File: src/rtl/seq_mult_pkg.sv
// ----------------------------------------------------------------------------
// seq_mult_pkg
//   Shared definitions for the sequential shift-add multiplier:
//     state_e                 - FSM state encoding (IDLE/RUN/DONE)
//     SEQ_MULT_DEFAULT_WIDTH  - default operand width
// ----------------------------------------------------------------------------
package seq_mult_pkg;

  typedef enum logic [1:0] {
    S_IDLE = 2'd0,
    S_RUN  = 2'd1,
    S_DONE = 2'd2
  } state_e;

  localparam int unsigned SEQ_MULT_DEFAULT_WIDTH = 4;

endpackage

File: src/rtl/seq_mult_shift_add_rca.sv
// ----------------------------------------------------------------------------
// rca_nbit
//   N-bit ripple-carry adder built from a chain of full-adder cells.
//   Ports:
//     x, y  [N-1:0] in  addends
//     cin         in  carry into bit 0
//     sum   [N-1:0] out sum bits
//     cout        out carry out of bit N-1
// ----------------------------------------------------------------------------
module rca_nbit #(
  parameter int unsigned N = 4
) (
  input  logic [N-1:0] x,
  input  logic [N-1:0] y,
  input  logic         cin,
  output logic [N-1:0] sum,
  output logic         cout
);

  logic [N:0] carry;

  assign carry[0] = cin;

  for (genvar i = 0; i < N; i++) begin : g_fa
    assign sum[i]     = x[i] ^ y[i] ^ carry[i];
    assign carry[i+1] = (x[i] & y[i]) | (carry[i] & (x[i] ^ y[i]));
  end

  assign cout = carry[N];

endmodule

File: src/rtl/seq_mult_shift_add.sv
// ----------------------------------------------------------------------------
// seq_mult_shift_add
//   Sequential WIDTH x WIDTH multiplier, radix-2 shift-add, one ripple-carry
//   adder pass per step. A product takes WIDTH RUN cycles plus one DONE cycle.
//   Ports:
//     clk      in   rising-edge clock
//     rst      in   asynchronous active-high reset
//     start    in   request, accepted only while ready=1
//     a, b     in   multiplicand / multiplier, sampled on the accepting edge
//     ready    out  idle, can accept start
//     busy     out  multiplication in progress
//     done     out  one-cycle pulse when product is newly updated
//     product  out  2*WIDTH-bit result, held until the next completion
//   Build option:
//     SEQ_MULT_SIGNED_EN - operands and product are two's complement
//                          (WIDTH+1-bit adder, arithmetic shift, final-step
//                          subtract). Undefined: unsigned.
// ----------------------------------------------------------------------------
module seq_mult_shift_add
  import seq_mult_pkg::*;
#(
  parameter int unsigned WIDTH = SEQ_MULT_DEFAULT_WIDTH
) (
  input  logic               clk,
  input  logic               rst,
  input  logic               start,
  input  logic [WIDTH-1:0]   a,
  input  logic [WIDTH-1:0]   b,
  output logic               ready,
  output logic               busy,
  output logic               done,
  output logic [2*WIDTH-1:0] product
);

  localparam int unsigned CNT_W = $clog2(WIDTH + 1);
  localparam logic [CNT_W-1:0] LAST_STEP = CNT_W'(WIDTH - 1);

  state_e               state_q;
  logic [WIDTH-1:0]     mcand_q;
  logic [2*WIDTH-1:0]   acc_q;
  logic [2*WIDTH-1:0]   acc_d;
  logic [CNT_W-1:0]     cnt_q;
  logic [2*WIDTH-1:0]   product_q;
  logic                 ready_q;
  logic                 busy_q;
  logic                 done_q;

  // Upper half of the accumulator after the add, one bit wider than WIDTH;
  // it becomes the new top of acc after the right shift.
  logic [WIDTH:0]       step_hi;

`ifdef SEQ_MULT_SIGNED_EN
  logic [WIDTH:0] add_x;
  logic [WIDTH:0] add_y;
  logic [WIDTH:0] add_s;
  logic           add_ci;
  logic           add_co_unused;

  // Last multiplier bit carries negative weight: subtract mcand on that step.
  always_comb begin
    add_x  = {acc_q[2*WIDTH-1], acc_q[2*WIDTH-1:WIDTH]};
    add_y  = '0;
    add_ci = 1'b0;
    if (acc_q[0]) begin
      if (cnt_q == LAST_STEP) begin
        add_y  = ~{mcand_q[WIDTH-1], mcand_q};
        add_ci = 1'b1;
      end else begin
        add_y  = {mcand_q[WIDTH-1], mcand_q};
      end
    end
  end

  rca_nbit #(.N(WIDTH + 1)) u_rca (
    .x    (add_x),
    .y    (add_y),
    .cin  (add_ci),
    .sum  (add_s),
    .cout (add_co_unused)
  );

  assign step_hi = add_s;
`else
  logic [WIDTH-1:0] add_y;
  logic [WIDTH-1:0] add_s;
  logic             add_co;

  assign add_y = acc_q[0] ? mcand_q : '0;

  rca_nbit #(.N(WIDTH)) u_rca (
    .x    (acc_q[2*WIDTH-1:WIDTH]),
    .y    (add_y),
    .cin  (1'b0),
    .sum  (add_s),
    .cout (add_co)
  );

  assign step_hi = {add_co, add_s};
`endif

  assign acc_d = {step_hi, acc_q[WIDTH-1:1]};

  always_ff @(posedge clk or posedge rst) begin
    if (rst) begin
      state_q   <= S_IDLE;
      mcand_q   <= '0;
      acc_q     <= '0;
      cnt_q     <= '0;
      product_q <= '0;
      ready_q   <= 1'b1;
      busy_q    <= 1'b0;
      done_q    <= 1'b0;
    end else begin
      case (state_q)
        S_IDLE: begin
          if (start) begin
            mcand_q <= a;
            acc_q   <= {{WIDTH{1'b0}}, b};
            cnt_q   <= '0;
            state_q <= S_RUN;
            ready_q <= 1'b0;
            busy_q  <= 1'b1;
          end
        end
        S_RUN: begin
          acc_q <= acc_d;
          cnt_q <= cnt_q + CNT_W'(1);
          if (cnt_q == LAST_STEP) begin
            product_q <= acc_d;
            state_q   <= S_DONE;
            busy_q    <= 1'b0;
            done_q    <= 1'b1;
          end
        end
        S_DONE: begin
          done_q  <= 1'b0;
          ready_q <= 1'b1;
          state_q <= S_IDLE;
        end
        default: begin
          state_q <= S_IDLE;
          ready_q <= 1'b1;
          busy_q  <= 1'b0;
          done_q  <= 1'b0;
        end
      endcase
    end
  end

  assign ready   = ready_q;
  assign busy    = busy_q;
  assign done    = done_q;
  assign product = product_q;

endmodule
File: config.mk
export PLATFORM = sky130hd
export DESIGN_NAME = seq_mult_shift_add
export DESIGN_NICKNAME = d
export VERILOG_FILES = /design/src/rtl/seq_mult_pkg.sv /design/src/rtl/seq_mult_shift_add_rca.sv /design/src/rtl/seq_mult_shift_add.sv
export SDC_FILE = /design/constraint.sdc
export NUM_CORES = 1
export LEC_CHECK = 0
export ABC_AREA = 1
export CAP_MARGIN = 20
export CELL_PAD_IN_SITES_DETAIL_PLACEMENT = 0
export CELL_PAD_IN_SITES_GLOBAL_PLACEMENT = 1
export CORE_ASPECT_RATIO = 0.6
export CORE_MARGIN = 4
export CORE_UTILIZATION = 35
export DETAILED_ROUTE_END_ITERATION = 7
export GPL_TIMING_DRIVEN = 0
export HOLD_SLACK_MARGIN = 0.05
export PLACE_DENSITY_LB_ADDON = 0.12
export SKIP_CTS_REPAIR_TIMING = 1
export SLEW_MARGIN = 0
export SYNTH_ARGS = -nofsm -noshare
export SYNTH_HDL_FRONTEND = slang
export SYNTH_SLANG_ARGS = --single-unit
File: constraint.sdc
create_clock -name clk -period 3.56 [get_ports clk]
set_input_delay 0.356 -clock clk [delete_from_list [all_inputs] [get_ports clk]]
set_output_delay 0.356 -clock clk [all_outputs]
set_load 0.01 [all_outputs]
# Word-level counts from Yosys, hierarchy flattened
# Index checks and enable logic that the tools add are counted.
[word_totals]
out_inout_bits = 11
inputBits = 11
elab_cells = 58
ff_bits = 28
[op_classes]
n_bitwise = 20
addsub = 1
mux = 15
n_reduce_logical = 9
n_eq_ne = 5
[op_table]
columns = ["op", "n"]
rows = [
  ["case mux 8 bit (2 select lines)", 1],
  ["AND reduction 2 bit", 6],
  ["two-way mux 8 bit", 1],
  ["bitwise AND 1 bit", 7],
  ["XOR 1 bit", 7],
  ["case mux 3 bit (2 select lines)", 1],
  ["two-way mux 1 bit", 4],
  ["two-way mux 2 bit", 2],
  ["two-way mux 4 bit", 1],
  ["!= test 2 bit (second input constant)", 2],
  ["case mux 1 bit (2 select lines)", 2],
  ["case mux 2 bit (2 select lines)", 1],
  ["adder 3 x 1 -> 3 bit (second input constant)", 1],
  ["== test 3 x 2 -> 1 bit (second input constant)", 1],
  ["two-way mux 3 bit", 1],
  ["inverter 1 bit", 3],
  ["bitwise OR 1 bit", 3],
  ["case mux 1 bit (3 select lines)", 1],
  ["AND reduction 3 bit", 1],
  ["== test 2 x 1 -> 1 bit (second input constant)", 1],
  ["== test 2 bit (second input constant)", 1],
  ["zero test 2 bit", 1],
  ["nonzero test 2 bit", 1],
]

# Logic depth before layout (Yosys ltp)
[logic_depth]
word_depth = 9
ltp_mapped = 8

# By module
# A second synthesis with hierarchy kept.
[hier_totals]
cells_unflattened = 155
area_unflattened_um2 = 1337.5
[modules_own_cells]
columns = ["module", "area_per_inst_um2", "instances", "cells_per_inst"]
rows = [
  ["seq_mult_shift_add", 1219.9, 1, 141],
  ["rca_nbit", 117.6, 1, 14],
]

# Worst setup path after synthesis
# Ideal clock, no wire load.
[synth_path]
kind = "register -> register"
from = "reg acc_q[0]"
to = "reg acc_q[6]"
t_arrival_ns = 1.973
synth_period_minus_slack_ns = 2.100
setup_time_ns = 0.127
path_slack_ns = 1.460
n_path_buf = 0
path_stages_with_launch = 9
required_ns = 3.433
path_cell_list = "dfrtp_1 nand2_1 inv_1 ha_1 inv_1 fa_1 fa_1 fa_1 o21ai_0"
[synth_via]
elab_chain_cells = 8
[synth_rtl]
columns = ["item", "line", "rtl"]
rows = [
  ["start: declaration", "seq_mult_shift_add.sv:40", "logic [2*WIDTH-1:0] acc_q;"],
  ["start signal: assignment", "seq_mult_shift_add.sv:118", "acc_q <= {{WIDTH{1'b0}}, b};"],
  ["two-way mux 4 bit *", "seq_mult_shift_add.sv:88", "assign add_y = acc_q[0] ? mcand_q : '0;"],
  ["bitwise AND 1 bit / XOR 1 bit (equally long branches)", "seq_mult_shift_add_rca.sv:26", "assign carry[i+1] = (x[i] & y[i]) | (carry[i] & (x[i] ^ y[i]));"],
  ["bitwise AND 1 bit", "seq_mult_shift_add_rca.sv:26", ""],
  ["bitwise OR 1 bit", "seq_mult_shift_add_rca.sv:26", ""],
  ["bitwise AND 1 bit", "seq_mult_shift_add_rca.sv:26", ""],
  ["bitwise OR 1 bit", "seq_mult_shift_add_rca.sv:26", ""],
  ["XOR 1 bit *", "seq_mult_shift_add_rca.sv:25", "assign sum[i] = x[i] ^ y[i] ^ carry[i];"],
  ["case mux 8 bit (2 select lines) *", "seq_mult_shift_add.sv:114", "case (state_q)"],
]
# Every way passes the cells marked *; elsewhere a longest branch is shown, timed or not.
# A chain may end at the register's enable or synchronous reset.

# Final worst setup path
# Ends and elaborated chain as after synthesis.

==> impl_metrics.ini <==
[global_routing]
grt_pass1_wl_um = 4900
track_usage_pct = 13.8
grt_max_degree = 16
grt-ovfl-total = 0
antenna_found_initial = 0
grt_pass1_vias = 1019

[setup_path]
critPathLaunchType = flip-flop
crit_start = acc_q[0]
rr_startpoint = acc_q[0]
critPathRequiredTime_ps = 3720
cp-end-kind = flip-flop
endpoint = acc_q[6]
crit_fanout = 5
reg2reg_depth = 8
critPathArrivalTime_ps = 2380
rr_endpoint = acc_q[6]
rrSetupSlack_ps = 1340
criticalPathCategory = reg2reg

[floorplan]
ioPinCount = 22
placementRows = 16
die_y_um = 54.6
initial_core_util_pct = 37.6
die_area_um2 = 4670
core-area_um2 = 3360
die_w_um = 85.6

[clocking]
cts_sinks = 28
htree_num_levels = 1
cts_root_buf = clkbuf_8
clock_path_buffers = 2
cts_tree = built
clkLatencyLatePin_ps = 270
cts_buffers = 3
path_clk_slew_ps = 90

[synth]
synth_top_cell_area_share_pct = 53.4
synth_area_um2 = 1260
synth_area_per_cell_um2 = 9.04
ys_seq_elements = 28
synth.distinct_cells = 17
syn-instance-count = 140
synthesis.nets = 157
synth_top_area_cell = dfrtp_1
ys_seq_area_share_pct = 55.5
yosysWarnings = 0
ys.flop_type = dfrtp_1
yosysMostFrequentCell = nand2_1
synth_edf_count = 0
yosys-top-cells-count = nand2_1, dfrtp_1, nand3_1, inv_1, o21ai_0
async_flop_share_pct = 100
synth.area.top_cells = dfrtp_1, nand2_1, nand3_1

[sta]
rsz0062_at_grt = no
slew_viol_final = 0
final.period_utilization_pct = 62.5
period_needed_ps = 2220
holdWs_ps = 453
worstMarginPinSlew_ps = 618
hold_viol = 0
maxSlewHeadroom_pct = 58.8
fin_skew_ps = 3.47
fmaxAchievable_ghz = 0.450
setup_violations = 0
setup_tns_ps = 0

[placement]
place_congestion = 0.743
place_hpwl_um = 2050
place.port_buffers = 21

[final_layout]
synthToLayoutAreaGrowth_pct = 27.6
layout-drive-gt1-share_pct = 10.8
fin_nets = 184
antenna_cells = 0

[power]
powerDensity_nw_per_um2 = 792
p_leak_nw = 0.799
peakVddDrop_v = 0.000255

[detailed_routing]
drc = 0
drt_iter0_drc = 27
vias = 965
antenna_left = 0
routed_via_density = 4.57
firstDrtPassIters = 4
wl_um = 2620
wl_per_cell_um = 12.4

[run]
cap_violations = 0

[status]
status = finished, final reports clean

[worst_hold_path]
worst_hold_path_type = in2async
## how the worst min path moves through the flow
stage	start	to	cells past startpoint
finish	rst	state_q[0]	2
global route	rst	state_q[0]	2
CTS	rst	state_q[0]	2
detailed placement	product[1]	product[1]	2
global placement	cnt_q[0]	cnt_q[0]	1
floorplan	rst	acc_q[0]	1
## worst max-delay path, stage by stage, from the launching register on
cell and delay [ps]:
dfrtp_1 410, nand2_1 70, inv_1 60, ha_1 130, inv_1 50, fa_1 380
fa_1 380, fa_1 530, o21ai_0 100
## final cells by class
class	count	area [µm²]
buffer	4	28.8
sequential	28	702
tap	45	56.3
inverter	13	48.8
clock buffer	4	55.1
timing repair buffer	22	238
fill	319	1750
multi-input combinational	95	485
## state kept, by name, summed over array words and instances (netlist names)
register and cells:
acc_q 8, busy 1, cnt_q 3, done 1
mcand_q 4, product 8, ready 1, state_q 2
## routing by layer
metal	vias to the layer above	share of wire, %	global-route usage [%]
li1	489	-	-
met1	465	51	18.4
met2	9	44	22.3
met3	2	3.9	4.36
met4	0	0.53	3.16
met5	-	0	0
## cells in the final DEF, fill, tap and decap left out, types with 2 or more instances in the layout
master	n
buf_2	2
clkbuf_8	4
clkdlybuf4s50_1	21
dfrtp_1	27
fa_1	3
ha_1	3
inv_1	11
inv_2	2
nand2_1	57
nand3_1	15
nor2_1	3
o21ai_0	7
o21ai_2	4
## power by group
group / internal, W / total, W / switching (W) / leakage (nW)
combinational: 0.000244 / 0.000547 / 0.000302 / 0.415
sequential: 0.000450 / 0.000536 / 0.0000860 / 0.355
clock: 0.0000990 / 0.000196 / 0.0000969 / 0.0288
## metrics by stage
| stage | cells | setup slack, ps | power [W] | utilization [%] | cell area [µm²] |
|---|---|---|---|---|---|
| after floorplan | 140 | 1460 | 0.000881 | - | 1260 |
| after global placement | 206 | 1380 | 0.00108 | 45.5 | 1530 |
| after detailed placement | 207 | 1320 | 0.00110 | 46.4 | 1560 |
| after CTS | 211 | 1310 | 0.00130 | 48.0 | 1610 |
| after global routing | 211 | 1170 | 0.00141 | 48.0 | 1610 |
| final | 211 | 1340 | 0.00128 | 48.0 | 1610 |
## cell families after synthesis
group / after synthesis / share of synthesized area (%)
AO/OA/AOI/OAI: 12 / 5.93
adder cells (fa/ha/maj): 6 / 7.72
buffers and inverters: 17 / 6.13
flip-flops: 28 / 55.5
AND/OR/NAND/NOR: 77 / 24.7
Power figures use the tool's default switching activity.
